`config.mk`:
```
export PLATFORM = sky130hd
export DESIGN_NAME = rstp_t2h_desc_csr
export DESIGN_NICKNAME = d
export VERILOG_FILES = /design/src/rtl/rstp_dbg_pkg.sv /design/src/rtl/rstp_desc_fifo.sv /design/src/rtl/rstp_t2h_desc_csr.sv
export SDC_FILE = /design/constraint.sdc
export NUM_CORES = 2
export LEC_CHECK = 0
export ABC_AREA = 0
export BUFFER_PORTS_ARGS = -buffer_cell sky130_fd_sc_hd__buf_2
export CAP_MARGIN = 10
export CORE_ASPECT_RATIO = 1.1
export CORE_MARGIN = 2
export CORE_UTILIZATION = 50
export DETAILED_ROUTE_END_ITERATION = 8
export MAX_ROUTING_LAYER = met4
export PLACE_DENSITY = 0.69
export SETUP_SLACK_MARGIN = 0.5
export SYNTH_ARGS = -nofsm -noshare
export SYNTH_HDL_FRONTEND = slang
export SYNTH_SLANG_ARGS = --single-unit
```
`constraint.sdc`:
```
create_clock -name clk -period 17.73 [get_ports clk]
set_clock_uncertainty 0.1 [all_clocks]
set_input_delay 0.8865 -clock clk [delete_from_list [all_inputs] [get_ports clk]]
set_output_delay 0.8865 -clock clk [all_outputs]
set_load 0.03 [all_outputs]
```
`src/rtl/rstp_dbg_pkg.sv`:
```
// rtl/rstp_dbg_pkg.sv - shared T2H CSR offsets, fault value and descriptor type
package rstp_dbg_pkg;

  localparam logic [3:0]  T2H_GRP_SEL      = 4'h2;

  localparam logic [11:0] T2H_OFF_LEN      = 12'h208;
  localparam logic [11:0] T2H_OFF_START    = 12'h20C;
  localparam logic [11:0] T2H_OFF_CONN     = 12'h210;
  localparam logic [11:0] T2H_OFF_CHAN     = 12'h214;
  localparam logic [11:0] T2H_OFF_DONE     = 12'h218;

  localparam logic [31:0] DBG_IP_FAULT_VAL = 32'hDEAD_C0DE;

  typedef struct packed {
    logic        last;
    logic [30:0] len;
    logic [31:0] start_loc;
    logic [31:0] conn_id;
    logic [31:0] chan_id;
  } t2h_desc_t;

endpackage

```
`src/rtl/rstp_desc_fifo.sv`:
```
// rtl/rstp_desc_fifo.sv - show-ahead synchronous descriptor FIFO with occupancy
module rstp_desc_fifo
  import rstp_dbg_pkg::*;
#(
  parameter  int DEPTH = 32,
  localparam int PTR_W = $clog2(DEPTH),
  localparam int CNT_W = PTR_W + 1
) (
  input  logic             clk,
  input  logic             rst,
  input  logic             push,
  input  t2h_desc_t        wr_data,
  input  logic             pop,
  output t2h_desc_t        rd_data,
  output logic [CNT_W-1:0] count,
  output logic [CNT_W-1:0] count_nxt,
  output logic             full,
  output logic             empty
);

  t2h_desc_t        mem_q [DEPTH];
  logic [PTR_W-1:0] wr_ptr_q;
  logic [PTR_W-1:0] rd_ptr_q;
  logic [CNT_W-1:0] count_q;
  logic [CNT_W-1:0] count_d;
  logic             push_ok;
  logic             pop_ok;

  assign full    = (count_q == CNT_W'(DEPTH));
  assign empty   = (count_q == '0);
  assign push_ok = push && !full;
  assign pop_ok  = pop && !empty;

  // Occupancy tracks both ends in one step so a simultaneous push and pop nets to zero
  always_comb begin
    count_d = count_q + CNT_W'(push_ok) - CNT_W'(pop_ok);
  end

  // Pointer and occupancy state; pointers wrap naturally at the power-of-two depth
  always_ff @(posedge clk) begin
    if (rst) begin
      wr_ptr_q <= '0;
      rd_ptr_q <= '0;
      count_q  <= '0;
    end else begin
      if (push_ok) wr_ptr_q <= wr_ptr_q + PTR_W'(1);
      if (pop_ok)  rd_ptr_q <= rd_ptr_q + PTR_W'(1);
      count_q <= count_d;
    end
  end

  // Storage is left unreset; the head is only consumed when occupancy says it is valid
  always_ff @(posedge clk) begin
    if (push_ok) mem_q[wr_ptr_q] <= wr_data;
  end

  assign rd_data   = mem_q[rd_ptr_q];
  assign count     = count_q;
  assign count_nxt = count_d;

endmodule

```
`src/rtl/rstp_t2h_desc_csr.sv`:
```
// rtl/rstp_t2h_desc_csr.sv - T2H descriptor queue with host CSR read, pop and release
module rstp_t2h_desc_csr
  import rstp_dbg_pkg::*;
#(
  parameter int DESC_DEPTH = 32,
  parameter int ADDR_W     = 12,
  parameter int DATA_W     = 32
) (
  input  logic                        clk,
  input  logic                        rst,
  input  logic                        desc_valid,
  output logic                        desc_ready,
  input  logic [30:0]                 desc_len,
  input  logic                        desc_last,
  input  logic [31:0]                 desc_start_loc,
  input  logic [31:0]                 desc_conn_id,
  input  logic [31:0]                 desc_chan_id,
  input  logic                        csr_write,
  input  logic                        csr_read,
  input  logic [ADDR_W-1:0]           csr_address,
  input  logic [31:0]                 csr_writedata,
  output logic [DATA_W-1:0]           csr_readdata,
  output logic                        csr_readdatavalid,
  input  logic                        intr_mask_t2h,
  output logic                        t2h_irq,
  output logic [$clog2(DESC_DEPTH):0] desc_count,
  output logic                        rel_valid,
  output logic [31:0]                 rel_start_loc,
  output logic [30:0]                 rel_len,
  output logic                        err_pop_empty
);

  localparam int CNT_W = $clog2(DESC_DEPTH) + 1;

  t2h_desc_t          push_desc;
  t2h_desc_t          head;
  logic [CNT_W-1:0]   fifo_count;
  logic [CNT_W-1:0]   fifo_count_nxt;
  logic               fifo_full;
  logic               fifo_empty;
  logic               push_do;
  logic               grp_hit;
  logic               rd_acc;
  logic               pop_req;
  logic               pop_do;
  logic [DATA_W-1:0]  rd_mux;

  logic [DATA_W-1:0]  readdata_q;
  logic               readdatavalid_q;
  logic               rel_valid_q;
  logic [31:0]        rel_start_loc_q;
  logic [30:0]        rel_len_q;
  logic               err_pop_empty_q;
  logic               irq_q;

  // Pop is triggered by the write strobe alone; the data word carries no meaning
  logic               unused_wdata;
  assign unused_wdata = ^csr_writedata;

  assign push_desc = '{last: desc_last, len: desc_len, start_loc: desc_start_loc,
                       conn_id: desc_conn_id, chan_id: desc_chan_id};

  assign desc_ready = !fifo_full;
  assign push_do    = desc_valid && desc_ready;
  assign grp_hit    = (csr_address[11:8] == T2H_GRP_SEL);
  assign rd_acc     = csr_read && grp_hit;
  assign pop_req    = csr_write && grp_hit && (csr_address[11:0] == T2H_OFF_DONE);
  assign pop_do     = pop_req && !fifo_empty;

  rstp_desc_fifo #(
    .DEPTH (DESC_DEPTH)
  ) u_fifo (
    .clk       (clk),
    .rst       (rst),
    .push      (push_do),
    .wr_data   (push_desc),
    .pop       (pop_do),
    .rd_data   (head),
    .count     (fifo_count),
    .count_nxt (fifo_count_nxt),
    .full      (fifo_full),
    .empty     (fifo_empty)
  );

  // Read mux over the current (pre-pop) head; an empty queue reads as zero
  always_comb begin
    rd_mux = DBG_IP_FAULT_VAL;
    case (csr_address[11:0])
      T2H_OFF_LEN:   rd_mux = fifo_empty ? '0 : {head.last, head.len};
      T2H_OFF_START: rd_mux = fifo_empty ? '0 : head.start_loc;
      T2H_OFF_CONN:  rd_mux = fifo_empty ? '0 : head.conn_id;
      T2H_OFF_CHAN:  rd_mux = fifo_empty ? '0 : head.chan_id;
      T2H_OFF_DONE:  rd_mux = '0;
      default:       rd_mux = DBG_IP_FAULT_VAL;
    endcase
  end

  // Registered read response, release pulse, empty-pop error and interrupt level
  always_ff @(posedge clk) begin
    if (rst) begin
      readdata_q      <= '0;
      readdatavalid_q <= 1'b0;
      rel_valid_q     <= 1'b0;
      rel_start_loc_q <= '0;
      rel_len_q       <= '0;
      err_pop_empty_q <= 1'b0;
      irq_q           <= 1'b0;
    end else begin
      readdatavalid_q <= rd_acc;
      if (rd_acc) readdata_q <= rd_mux;
      rel_valid_q <= pop_do;
      if (pop_do) begin
        rel_start_loc_q <= head.start_loc;
        rel_len_q       <= head.len;
      end
      err_pop_empty_q <= pop_req && fifo_empty;
      irq_q           <= (fifo_count_nxt != '0) && !intr_mask_t2h;
    end
  end

  assign csr_readdata      = readdata_q;
  assign csr_readdatavalid = readdatavalid_q;
  assign rel_valid         = rel_valid_q;
  assign rel_start_loc     = rel_start_loc_q;
  assign rel_len           = rel_len_q;
  assign err_pop_empty     = err_pop_empty_q;
  assign t2h_irq           = irq_q;
  assign desc_count        = fifo_count;

endmodule

```
==> impl_metrics.tcl <==
set metrics [dict create \
    period_minus_slack_ps 6260 \
    crit_fanout 42 \
    place.gp.congestion 0.848 \
    finalMaxSlewViolations 0 \
    min_path_cells 2 \
    synth_area_leaders "edfxtp_1, mux4_2, dfxtp_1" \
    reg2reg_depth 10 \
    cts.path.max_buffers 4 \
    root_buffer "clkbuf_16" \
    syn_area_per_cell_sq_um 22.1 \
    clock_sinks 4216 \
    cts_tree "built" \
    crit_arrival_ps 6680 \
    fin_crit_sh 0.353 \
    hp-start "intr_mask_t2h" \
    cts_resized 0 \
    grt_pass1_vias 80600 \
    vias_per_cell 6.70 \
    drt_iter0_drc 13100 \
    track_usage 0.301 \
    grt_max_degree 111 \
    drive_above_1_share 0.270 \
    wl_um 477000 \
    clk_latency_ps 950 \
    holdPathEnd "t2h_irq$_SDFF_PP0_" \
    die-width_um 545 \
    ios 284 \
    pwr_density_cell_nw_per_um2 112 \
    postCtsHoldBufs 0 \
    path_cells "inv_1, ha_1, and3_1, nand2_1, and2_1, nand2_1, nor2_4, buf_4, buf_4, buf_4" \
    cp-end-kind "flip-flop" \
    drc 0 \
    post_cts_buffers 0 \
    regToRegEndpoint "u_fifo.mem_q[12][94]$_DFFE_PP_" \
    drtAntennaViolNets 0 \
    finalSetupTns_ps 0 \
    fillerInstances 23200 \
    timing.fmax_mhz 160 \
    path_clk_slew_ps 60 \
    vias 83100 \
    dr.pass1.iters 9 \
    numCtsBuffers 401 \
    p_leak_nw 55.3 \
    place_hpwl_um 256000 \
    hp-class "input pin to flip-flop" \
    antenna_found_initial 81 \
    path_class "flip-flop to flip-flop" \
    portBuffers 251 \
    syn2layout_area_growth_pct 12.5 \
    yosysUniqueCellTypes 74 \
    status "completed" \
    crit_top_cell "buf_4" \
    seqCellArea_sq_um 125000 \
    core.rowCount 218 \
    post-route-cell-area_sq_um 181000 \
    synth_top_cell_area_share 0.765 \
    required_ps 18150 \
    rsz0062_at_grt "no" \
    crit-reg2reg-launch "u_fifo.count[3]$_SDFF_PP0_" \
    grt_first_pass_wirelength_um 651000 \
    relSlewSlack 0.0395 \
    h-tree-depth 5 \
    peakVddDrop_v 0.0000929 \
    dieArea_sq_um 326000 \
    syn_area_sq_um 161000 \
    worst_pin_slew_ps 1440 \
    wl_per_cell_um 38.5 \
    synth_ff_type "edfxtp_1" \
    worst_setup_path_start_kind "flip-flop" \
    hold_viol_final 0 \
    synth_edf_count 4096 \
    cp_slowest_stage_delay_ps 1050 \
    core_area_sq_um 320000 \
    dpl-instance-area_sq_um 168000 \
    regToRegSetupSlack_ps 11470 \
    critical-path-slowest-cell "nor2_4" \
    initial_core_util 0.502 \
    maxCapViolCount 0 \
    die_h_um 599 \
    setup_viol_count_final 0 \
    async_reset_ff_frac 0 \
    syn_inst 7258 \
    ys_warn_count 0 \
    synth.largest_area_cell "edfxtp_1" \
    ys_ff_latch 4216 \
    nNetsFinal 7916 \
    grt_remaining_overflow 0 \
    syn_nets 7451 \
    ys_seq_area_frac 0.780 \
    multi_input_area_sq_um 33600 \
]
[cell type report]
class / instances / area share
tap: 4290 / 0.0297
inverter: 17 / 0.000450
timing repair buffer: 471 / 0.0182
multi-input combinational: 2616 / 0.186
clock inverter: 201 / 0.0102
antenna: 64 / 0.000886
clock buffer: 530 / 0.0609
sequential: 4216 / 0.694
[kinds of logic (layout without fill, tap and decap cells)]
logic type	Yosys count	in the layout	share of synthesized area
flip-flops	4216	4216	0.780
multiplexers	1251	1251	0.158
AND/OR/NAND/NOR	709	709	0.0193
AO/OA/AOI/OAI	629	629	0.0274
buffers and inverters	426	1219	0.0137
adder cells (fa/ha/maj)	15	15	0.00121
XOR/XNOR	12	12	0.000654
other	0	64	0
[routing by layer]
layer / track usage / part of all wire / up-vias
met5: - / 0 / -
met1: 0.381 / 0.35 / 44300
met2: 0.457 / 0.47 / 6005
li1: - / - / 31700
met4: 0.163 / 0.063 / 0
met3: 0.0653 / 0.12 / 1091
[cells in the mapped netlist, types with 71 or more instances]
library cell	instances
edfxtp_1	4096
mux4_2	1022
nand2_1	367
mux2i_1	211
buf_2	164
nor2_1	152
a21oi_1	128
dfxtp_1	120
clkbuf_1	118
a22oi_1	80
buf_4	72
o21ai_0	71
[metrics by stage]
stage,utilization,power [mW],setup slack [ps],instances,hold slack (ps)
floorplan,-,11.6,9750,7258,371
global placement,0.524,12.0,11350,11600,343
detailed placement,0.524,12.0,11340,11600,340
CTS,0.564,20.3,11320,12300,2.58
global route,0.564,20.7,10990,12400,39.2
finish,0.564,20.3,11470,12400,58.0
[worst max-delay path: cells and delay by family, from the launching register on]
kind / cells / cell delay (ps)
adders and majority gates: 1 / 200
buffers and inverters: 4 / 2760
and+or+nand+nor: 5 / 2300
DFF: 1 / 360
[where the power goes]
group	internal, mW	switching, mW	leakage (nW)
Combinational	0.170	0.515	11.2
Clock	4.81	3.65	6.31
Sequential	11.1	0.0357	37.9
Total	16.1	4.20	55.3
[registers in the layout (all words and copies together), names as in the netlist, named ones only]
name and count:
u_fifo.wr_ptr_q 5, u_fifo.mem_q 4096, u_fifo.count 6, u_fifo.rd_ptr_q 5, t2h_irq 1, csr_readdata 32, err_pop_empty 1, rel_len 31
rel_start_loc 32, rel_valid 1, csr_readdatavalid 1
[placed cells by master (no fill, tap or decap), drive strengths merged, types with 9 or more instances in the layout]
master / instances
inv: 25
a211oi: 50
mux4: 1022
buf: 471
ha: 14
o22ai: 52
nand3: 52
nor2: 152
nand2: 367
a22o: 16
clkbuf: 530
and3: 31
bufinv: 31
nor2b: 24
diode: 64
a221oi: 39
dfxtp: 120
nand4: 19
a32o: 12
mux2: 18
mux2i: 211
a31oi: 29
a2111oi: 24
o221ai: 39
clkinv: 155
xor2: 9
a22oi: 80
a21oi: 128
o21ai: 75
and2: 10
edfxtp: 4096
a32oi: 14
nor3: 21
[how the worst max path moves through the flow]
stage                                     from                        endpoint  slack [ps]  cells past startpoint
CTS                                  flip-flop   csr_readdata[20]$_SDFFE_PP0P_       11320                     10
detailed placement                   flip-flop   csr_readdata[20]$_SDFFE_PP0P_       11340                     10
global placement                     flip-flop   csr_readdata[20]$_SDFFE_PP0P_       11350                     10
global route                         flip-flop    csr_readdata[1]$_SDFFE_PP0P_       10990                      9
finish              u_fifo.count[3]$_SDFF_PP0_  u_fifo.mem_q[12][94]$_DFFE_PP_       11470                     10
floorplan           u_fifo.count[2]$_SDFF_PP0_   u_fifo.mem_q[15][0]$_DFFE_PP_        9750                      8
(Power assumes the default switching activity.)
